<file path="src/rtl/gt_tx_arbiter.sv">
// Round-robin scheduler sharing one GTX TX lane between NUM_REQ packet sources.
// Optional watchdog abort is built when GT_TX_ARB_WATCHDOG_EN is defined.
module gt_tx_arbiter #(
  parameter int NUM_REQ     = 4,
  parameter int LEN_W       = 16,
  parameter int TYPE_W      = 8,
  parameter int DATA_W      = 32,
  parameter int MAX_LEN     = 1024,
  parameter int GAP_CYCLES  = 4,
  parameter int WDOG_CYCLES = 4096
) (
  input  logic                         tx_clk,
  input  logic                         rst_n,
  input  logic                         link_ready,
  input  logic [NUM_REQ-1:0]           req_valid,
  input  logic [NUM_REQ*LEN_W-1:0]     req_len,
  input  logic [NUM_REQ*TYPE_W-1:0]    req_type,
  input  logic [NUM_REQ*DATA_W-1:0]    req_data,
  output logic [NUM_REQ-1:0]           req_data_rd,
  output logic [NUM_REQ-1:0]           req_done,
  output logic [NUM_REQ-1:0]           req_reject,
  output logic                         tx_packet_req,
  output logic [LEN_W-1:0]             tx_packet_len,
  output logic [TYPE_W-1:0]            tx_packet_type,
  output logic [DATA_W-1:0]            tx_packet_data,
  input  logic                         tx_packet_data_rd,
  input  logic                         tx_packet_done,
  output logic [$clog2(NUM_REQ)-1:0]   grant_id,
  output logic                         busy,
  output logic [31:0]                  pkt_cnt,
  output logic [15:0]                  abort_cnt,
  output logic                         wdog_err,
  output logic [1:0]                   dbg_state
);

  localparam int IDX_W = $clog2(NUM_REQ);
  localparam int GAP_W = $clog2(GAP_CYCLES + 1);

  // Handshake: a source raises req_valid with len/type stable and holds it until
  // it sees req_done or req_reject; while granted, each req_data_rd pulse consumes
  // the word on req_data and the source must present the next word next cycle.
  typedef enum logic [1:0] {
    S_IDLE = 2'd0,
    S_ARB  = 2'd1,
    S_SEND = 2'd2,
    S_GAP  = 2'd3
  } state_t;

  state_t             state, state_n;
  logic [IDX_W-1:0]   rr_ptr;
  logic [GAP_W-1:0]   gap_cnt;

  logic               hi_found, lo_found, pick_found, pick_bad;
  logic [IDX_W-1:0]   hi_idx, lo_idx, pick_idx;
  logic [LEN_W-1:0]   pick_len;
  logic [TYPE_W-1:0]  pick_type;

  logic               send_done, send_abort, gap_last, wdog_hit;

  function automatic logic [IDX_W-1:0] idx_inc(input logic [IDX_W-1:0] idx);
    if (int'(idx) == NUM_REQ - 1) return '0;
    return idx + IDX_W'(1);
  endfunction

  function automatic logic [NUM_REQ-1:0] one_hot(input logic [IDX_W-1:0] idx);
    return NUM_REQ'(1) << idx;
  endfunction

  // Round-robin pick: lowest valid index at or above the pointer, else lowest overall.
  always_comb begin
    hi_found = 1'b0;
    lo_found = 1'b0;
    hi_idx   = '0;
    lo_idx   = '0;
    for (int i = NUM_REQ - 1; i >= 0; i--) begin
      if (req_valid[i]) begin
        lo_found = 1'b1;
        lo_idx   = IDX_W'(i);
        if (i >= int'(rr_ptr)) begin
          hi_found = 1'b1;
          hi_idx   = IDX_W'(i);
        end
      end
    end
    pick_found = hi_found | lo_found;
    pick_idx   = hi_found ? hi_idx : lo_idx;
  end

  always_comb begin
    pick_len  = '0;
    pick_type = '0;
    for (int i = 0; i < NUM_REQ; i++) begin
      if (IDX_W'(i) == pick_idx) begin
        pick_len  = req_len[i*LEN_W +: LEN_W];
        pick_type = req_type[i*TYPE_W +: TYPE_W];
      end
    end
    pick_bad = (pick_len == '0) || ({1'b0, pick_len} > (LEN_W+1)'(MAX_LEN));
  end

  // A done pulse in the same cycle as a link drop or timeout still completes the packet.
  assign send_done  = (state == S_SEND) && tx_packet_done;
  assign send_abort = (state == S_SEND) && !tx_packet_done && (!link_ready || wdog_hit);
  assign gap_last   = (gap_cnt == GAP_W'(GAP_CYCLES - 1));

  always_ff @(posedge tx_clk or negedge rst_n) begin
    if (!rst_n) state <= S_IDLE;
    else        state <= state_n;
  end

  always_comb begin
    state_n = state;
    case (state)
      S_IDLE: if (link_ready && (|req_valid)) state_n = S_ARB;
      S_ARB: begin
        if (!link_ready || !pick_found) state_n = S_IDLE;
        else if (pick_bad)              state_n = S_GAP;
        else                            state_n = S_SEND;
      end
      S_SEND: if (send_done || send_abort) state_n = S_GAP;
      S_GAP:  if (gap_last) state_n = S_IDLE;
      default: state_n = S_IDLE;
    endcase
  end

  always_ff @(posedge tx_clk or negedge rst_n) begin
    if (!rst_n) begin
      rr_ptr         <= '0;
      grant_id       <= '0;
      tx_packet_len  <= '0;
      tx_packet_type <= '0;
      req_done       <= '0;
      req_reject     <= '0;
      pkt_cnt        <= '0;
      abort_cnt      <= '0;
      gap_cnt        <= '0;
    end else begin
      req_done   <= '0;
      req_reject <= '0;
      if (state == S_ARB && link_ready && pick_found) begin
        grant_id       <= pick_idx;
        tx_packet_len  <= pick_len;
        tx_packet_type <= pick_type;
        if (pick_bad) begin
          req_reject <= one_hot(pick_idx);
          rr_ptr     <= idx_inc(pick_idx);
        end
      end
      if (send_done) begin
        req_done <= one_hot(grant_id);
        pkt_cnt  <= pkt_cnt + 32'd1;
        rr_ptr   <= idx_inc(grant_id);
      end
      // Aborted source keeps requesting; moving past it lets others go first.
      if (send_abort) begin
        if (abort_cnt != 16'hFFFF) abort_cnt <= abort_cnt + 16'd1;
        rr_ptr <= idx_inc(grant_id);
      end
      gap_cnt <= (state == S_GAP) ? gap_cnt + GAP_W'(1) : '0;
    end
  end

  always_comb begin
    tx_packet_req  = (state == S_SEND);
    busy           = (state != S_IDLE);
    dbg_state      = state;
    tx_packet_data = '0;
    req_data_rd    = '0;
    for (int i = 0; i < NUM_REQ; i++) begin
      if (tx_packet_req && IDX_W'(i) == grant_id) begin
        tx_packet_data = req_data[i*DATA_W +: DATA_W];
        req_data_rd[i] = tx_packet_data_rd;
      end
    end
  end

`ifdef GT_TX_ARB_WATCHDOG_EN
  logic [31:0] wdog_cnt;

  assign wdog_hit = (state == S_SEND) && (wdog_cnt == 32'(WDOG_CYCLES - 1));

  always_ff @(posedge tx_clk or negedge rst_n) begin
    if (!rst_n) begin
      wdog_cnt <= '0;
      wdog_err <= 1'b0;
    end else begin
      wdog_err <= wdog_hit && !tx_packet_done;
      if (state == S_ARB)       wdog_cnt <= '0;
      else if (state == S_SEND) wdog_cnt <= wdog_cnt + 32'd1;
    end
  end
`else
  assign wdog_hit = 1'b0;
  // The limit only matters when the watchdog is built; this keeps the error low.
  assign wdog_err = (WDOG_CYCLES < 0);
`endif

endmodule

</file>
<file path="config.mk">
export PLATFORM = sky130hd
export DESIGN_NAME = gt_tx_arbiter
export DESIGN_NICKNAME = d
export VERILOG_FILES = /design/src/rtl/gt_tx_arbiter.sv
export SDC_FILE = /design/constraint.sdc
export NUM_CORES = 1
export LEC_CHECK = 0
export ABC_AREA = 1
export BUFFER_PORTS_ARGS = -buffer_cell sky130_fd_sc_hd__buf_4
export CAP_MARGIN = 20
export CELL_PAD_IN_SITES_DETAIL_PLACEMENT = 1
export CELL_PAD_IN_SITES_GLOBAL_PLACEMENT = 1
export CORE_MARGIN = 2
export CORE_UTILIZATION = 23
export DETAILED_ROUTE_END_ITERATION = 12
export PLACE_DENSITY_LB_ADDON = 0.2
export SLEW_MARGIN = 10
export SYNTH_ARGS = -nofsm -noshare
export SYNTH_HDL_FRONTEND = slang
export SYNTH_SLANG_ARGS = --single-unit
</file>
<file path="constraint.sdc">
create_clock -name tx_clk -period 2.6 [get_ports tx_clk]
set_input_delay 0.26 -clock tx_clk [delete_from_list [all_inputs] [get_ports tx_clk]]
set_output_delay 0.26 -clock tx_clk [all_outputs]
set_load 0.05 [all_outputs]
</file>
# == After elaboration in Yosys (flattened, before gate mapping) ==
# Index checks and enable logic that the tools add are counted.
# op_classes
n_lt_le_gt_ge,4
eq_ne,16
n_reduce_logical,27
add_sub_neg,5
shift,2
n_bitwise,1
mux,62
# ops
op,n
2-to-1 mux 32 bit,4
2-to-1 mux 16 bit,4
2-to-1 mux 2 bit,24
"adder 32 x 1 -> 32 bit, second input constant",1
2-to-1 mux 8 bit,4
2-to-1 mux 1 bit,21
"adder 16 x 1 -> 16 bit, second input constant",1
"> comparator 16 x 11 -> 1 bit, second input constant",1
logical NOT 16 bit,1
"inequality test 16 bit, second input constant",1
2-to-1 mux 4 bit,3
logical AND 1 bit,10
"== test 2 bit, first input constant",4
case mux 2 bit (4 select lines),1
"left shift 1 x 2 -> 4 bit, first input constant",2
"== test 2 x 1 -> 1 bit, second input constant",3
logical NOT 2 bit,3
nonzero test 3 bit,2
"adder 2 x 1 -> 2 bit, second input constant",2
"== test 1 x 2 -> 1 bit, first input constant",2
"== test 2 bit, second input constant",2
"greater-or-equal comparator 1 x 2 -> 1 bit, first input constant",2
"inequality test 2 bit, second input constant",2
AND reduction 2 bit,2
other kinds (11),15
# word_totals
output_inout_bits,123
input_bits,233
reg_bits,89
wordCells,127

# == Logic depth before layout (Yosys ltp) ==
# depth
ltp_word,22
ltp_mapped,24
mapped_depth_nobuf,23

# == Worst setup path before layout ==
# Ideal clock, no wire load.
# synth_timing
path_type,register to register
startpoint,register rr_ptr[1]
endpoint,register rr_ptr[0]
period_less_slack_ns,2.776
arrival_ns,2.660
setup_time_ns,0.117
required_ns,2.483
stages_incl_launch_ff,22
path_buffers,2
setup_slack_ns,-0.176
cell_sequence,dfrtp_1 > nor3b_1 > a21oi_1 > nand3_1 > nor2_1 > nor3_1 > inv_1 > ha_1 > buf_4 > buf_6 > a21oi_1 > nand2_1 > nand2_1 > nand2_1 > nor2_1 > nand3_1 > o21bai_1 > nand3_2 > nand2_4 > nand2_1 > nand2_1 > nand2_1
# synth_between
elab_chain_len,17
# synth_lines
element,line_no,rtl
start: declaration,50,logic [IDX_W-1:0] rr_ptr;
start signal: assignment,146,rr_ptr <= idx_inc(pick_idx);
start signal: assignment,152,rr_ptr <= idx_inc(grant_id);
start signal: assignment,157,rr_ptr <= idx_inc(grant_id);
greater-or-equal comparator 2 bit,79,if (i >= int'(rr_ptr)) begin
2-to-1 mux 2 bit or 2-to-1 mux 1 bit (tied branches),79,
2-to-1 mux 2 bit or 2-to-1 mux 1 bit (tied branches),76,if (req_valid[i]) begin
2-to-1 mux 2 bit or 2-to-1 mux 1 bit (tied branches),79,
2-to-1 mux 2 bit or 2-to-1 mux 1 bit (tied branches),76,
2-to-1 mux 2 bit or 2-to-1 mux 1 bit (tied branches),79,
2-to-1 mux 2 bit or 2-to-1 mux 1 bit (tied branches),76,
2-to-1 mux 2 bit *,86,pick_idx = hi_found ? hi_idx : lo_idx;
net pick_idx[0],54,"logic [IDX_W-1:0] hi_idx, lo_idx, pick_idx;"
(+1 left out),--,
2-to-1 mux 16 bit or 2-to-1 mux 1 bit (tied branches),"93, 61",
2-to-1 mux 16 bit or 2-to-1 mux 1 bit (tied branches),"93, 144",
2-to-1 mux 16 bit or 2-to-1 mux 1 bit (tied branches),"93, 140",
2-to-1 mux 16 bit or 2-to-1 mux 2 bit (tied branches),"93, 62",
> comparator 16 x 11 -> 1 bit (tied with other cells),98,"pick_bad = (pick_len == '0) || ({1'b0, pick_len} > (LEN_W+1)'(MAX_LEN));"
logical OR 1 bit or 2-to-1 mux 2 bit (tied branches),"98, 140",
nonzero test 3 bit (no source line) or 2-to-1 mux 2 bit (tied branches),--,
AND reduction 2 bit (no source line) or 2-to-1 mux 2 bit (tied branches),--,
# Mark *: on every way through the listed nets, which the timed path passes. The rest lies on a longest branch. The select of a mux whose other input is x is not followed.
# A chain may end at the register's enable or synchronous reset.

# == Final worst setup path ==
# Same ends and word-level chain as after synthesis.

==> qor.yml <==
layout:
  multi_input_area_um2: 3780
  drive_gt1_share_pct: 43.6
  synthToLayoutAreaGrowth_pct: 70.5
  final-seq-area_um2: 2230
  fin_util_pct: 40.1
  diodes: 0
  fillers: 3214
  final_cell_mix: "buf_4, nand2_1, dfrtp_1, nor2_1, nand3_1"
  stdcell_count: 1579
  nets: 1484
  design_area_um2: 10400
  mostFrequentLayoutCell: "buf_4"
logic_synthesis:
  syn_avg_cell_area_um2: 7.30
  yosysUniqueCellTypes: 42
  syn_inst: 838
  yosysWarnings: 0
  syn_nets: 1083
  synthTopCellsByArea: "dfrtp_1, nand2_1, nand3_1, nor2_1, xor2_1"
  yosysSeqAreaShare_pct: 36.4
  ys_ff_latch: 89
  synth_top_area_cell: "dfrtp_1"
  netlist_area_um2: 6120
  synth_top_area_share_pct: 36.4
sta:
  tns_ns: -1.29
  worst_hold_slack_ns: 0.210
  setup_slack_ns: -0.194
  max_slew_margin_pct: 64.5
  period_minus_slack_ns: 2.79
  worst_pin_slew_ns: 0.532
  skew_ns: 0.0119
  setup_viol: 8
  rsz0062_at_grt: "true"
  drv_slew: 0
  finalCritPeriodShare_pct: 107
  fmax_mhz: 358
  hold_violations: 0
job:
  drv_cap: 0
routing:
  drc: 0
  drt_wl_total_mm: 27.4
  vias: 7250
  antenna_left: 0
  via_per_inst: 4.59
  firstDrtPassIters: 4
  wl_per_cell_um: 17.4
  first_iter_violations: 273
floorplanning:
  die-area_um2: 27900
  die_w_um: 167
  core_um2: 26100
  start_util_pct: 23.5
  die_h_um: 167
  row_count: 59
  io_pins: 356
global_routing:
  overflow: 0
  grt_pass1_wl_mm: 42.1
  antenna_found_initial: 0
  first_global_vias: 7673
  grt.total_usage_pct: 18.9
  grt_max_degree: 40
min_path:
  hp-class: "in -> reg"
  min_to: "tx_packet_len[6]$_DFFE_PN0P_"
  whs_path_depth: 3
  hold_start: "req_len[54]"
cts:
  cts_tree: "yes"
  root_buffer: "clkbuf_16"
  clock_latency_ns: 0.35
  clkSinkCount: 89
  cts_buffer_depth: 2
  cts_buffers: 9
  clk_pin_slew_ns: 0.07
  h-tree-depth: 3
place:
  routabilityCongestion: 0.883
  postPlaceCellArea_um2: 9500
  dp_hpwl_mm: 21.4
  dp_cells: 1538
  portBuffers: 354
critical_path:
  worst_r2r_endpoint: "rr_ptr[0]$_DFFE_PN0P_"
  r2r_cells: 20
  worstPathRequired_ns: 2.84
  cp.arrival_ns: 3.04
  crit_path_end_kind: "flip-flop"
  crit_path_max_fanout: 6
  startpoint_type: "flip-flop"
  r2r_slack_ns: -0.19
  critPathKind: "reg -> reg"
  crit-reg2reg-launch: "rr_ptr[1]$_DFFE_PN0P_"
power_and_ir_drop:
  p_leak_nw: 5.42
  ir_drop_mv: 0.504
  p_per_area_nw_per_um2: 1080
outcome:
  violations: "setup timing"
  status: "finished, violations left"
cell usage after synthesis:
cell      instances
a211oi_1          8
a21oi_1          23
a22oi_1           8
a31oi_1          11
buf_1             4
buf_2            12
buf_4             2
buf_6             2
clkbuf_1         24
conb_1            1
dfrtp_1          89
ha_1             12
inv_1            47
inv_2             5
inv_4             1
mux2_2            1
nand2_1         244
nand2_2           1
nand2_4           4
nand3_1          87
nand3_2           2
nand3b_1          1
nand4_1           8
nand4_2           1
nand4_4           3
nor2_1           94
nor2_2            4
nor2_4            3
nor2_8            2
nor3_1           15
nor3_4            3
nor3b_1           1
nor4_1            3
nor4_2            1
nor4_4            1
o211ai_1         32
o21ai_0          10
o21ai_1          12
o21bai_1          1
o31ai_1           9
xnor2_1          14
xor2_1           32
cell type report:
| type | instances | area share, % |
|---|---|---|
| Timing Repair Buffer | 434 | 33.7 |
| Sequential cell | 89 | 21.4 |
| Inverter | 53 | 2.00 |
| Tap cell | 335 | 4.02 |
| Clock inverter | 6 | 0.468 |
| Clock buffer | 10 | 2.29 |
| Multi-Input combinational cell | 652 | 36.2 |
critical path, cell delays in order (launching register included):
cell and delay, ns:
dfrtp_2 0.45, nor3b_4 0.22, a21oi_2 0.07, nand3_2 0.09, nor2_4 0.04, nor3_4 0.23, inv_2 0.09, ha_4 0.20
buf_12 0.14, a21oi_2 0.10, nand2_1 0.07, nand2_1 0.08, nand2_1 0.08, nor2_2 0.14, nand3_1 0.08, o21bai_1 0.19
nand3_2 0.12, nand2_4 0.11, nand2_2 0.06, nand2_1 0.07, nand2_1 0.05
what timing repair did:
item,CTS,global route
setup buffers,17,4
pin swaps,20,20
hold buffers,1,0
hold endpoints to repair,36,0
setup endpoints to repair,40,54
gates cloned,3,2
gates resized for setup,49,44
metrics by stage:
stage	setup WS, ns	total power, W
4_1_cts	-0.200	0.0111
2_1_floorplan	-0.0309	0.00649
6_report	-0.194	0.0113
3_3_place_gp	-0.177	0.00907
5_1_grt	-0.442	0.0121
3_5_place_dp	-0.288	0.00916
power by group:
group          leakage, nW  total, W  internal (W)  switching, W
Combinational         4.17   0.00802       0.00296       0.00505
Sequential            1.12   0.00201       0.00171      0.000295
Clock                0.132   0.00128      0.000683      0.000600
Total                 5.42    0.0113       0.00536       0.00595
sequential cells by signal, indices dropped and copies added (netlist names), named ones only:
| name | cells |
|---|---|
| tx_packet_type | 8 |
| tx_packet_len | 16 |
| abort_cnt | 16 |
| grant_id | 2 |
| pkt_cnt | 32 |
| rr_ptr | 2 |
| dbg_state | 1 |
| req_reject | 4 |
| req_done | 4 |
| gap_cnt | 3 |
cell families after synthesis:
| logic type | synth area share [%] |
|---|---|
| flops | 36.4 |
| fa+ha+maj | 2.45 |
| simple gates | 35.8 |
| compound gates | 11.9 |
| other cells | 0.0613 |
| buf+inv | 6.60 |
| mux | 0.184 |
| xor+xnor | 6.58 |
per-layer routing:
metal | vias to the layer above | global-route usage [%] | wire length (um)
met5 | - | 0 | 0
met4 | 0 | 3.98 | 384
met3 | 19 | 4.59 | 1620
met2 | 229 | 33.4 | 13700
met1 | 3421 | 23.5 | 11700
li1 | 3581 | - | -
worst max-delay path by stage:
stage	from	endpoint	slack, ns	depth (start not counted)
floorplan	rr_ptr[0]$_DFFE_PN0P_	rr_ptr[0]$_DFFE_PN0P_	-0.03	21
global placement	rr_ptr[1]$_DFFE_PN0P_	rr_ptr[1]$_DFFE_PN0P_	-0.18	21
detailed placement	rr_ptr[1]$_DFFE_PN0P_	rr_ptr[0]$_DFFE_PN0P_	-0.29	21
CTS	rr_ptr[1]$_DFFE_PN0P_	rr_ptr[1]$_DFFE_PN0P_	-0.20	20
global route	rr_ptr[0]$_DFFE_PN0P_	rr_ptr[0]$_DFFE_PN0P_	-0.44	21
finish	rr_ptr[1]$_DFFE_PN0P_	rr_ptr[0]$_DFFE_PN0P_	-0.19	20
No activity file was read; power rests on OpenSTA's default activity.
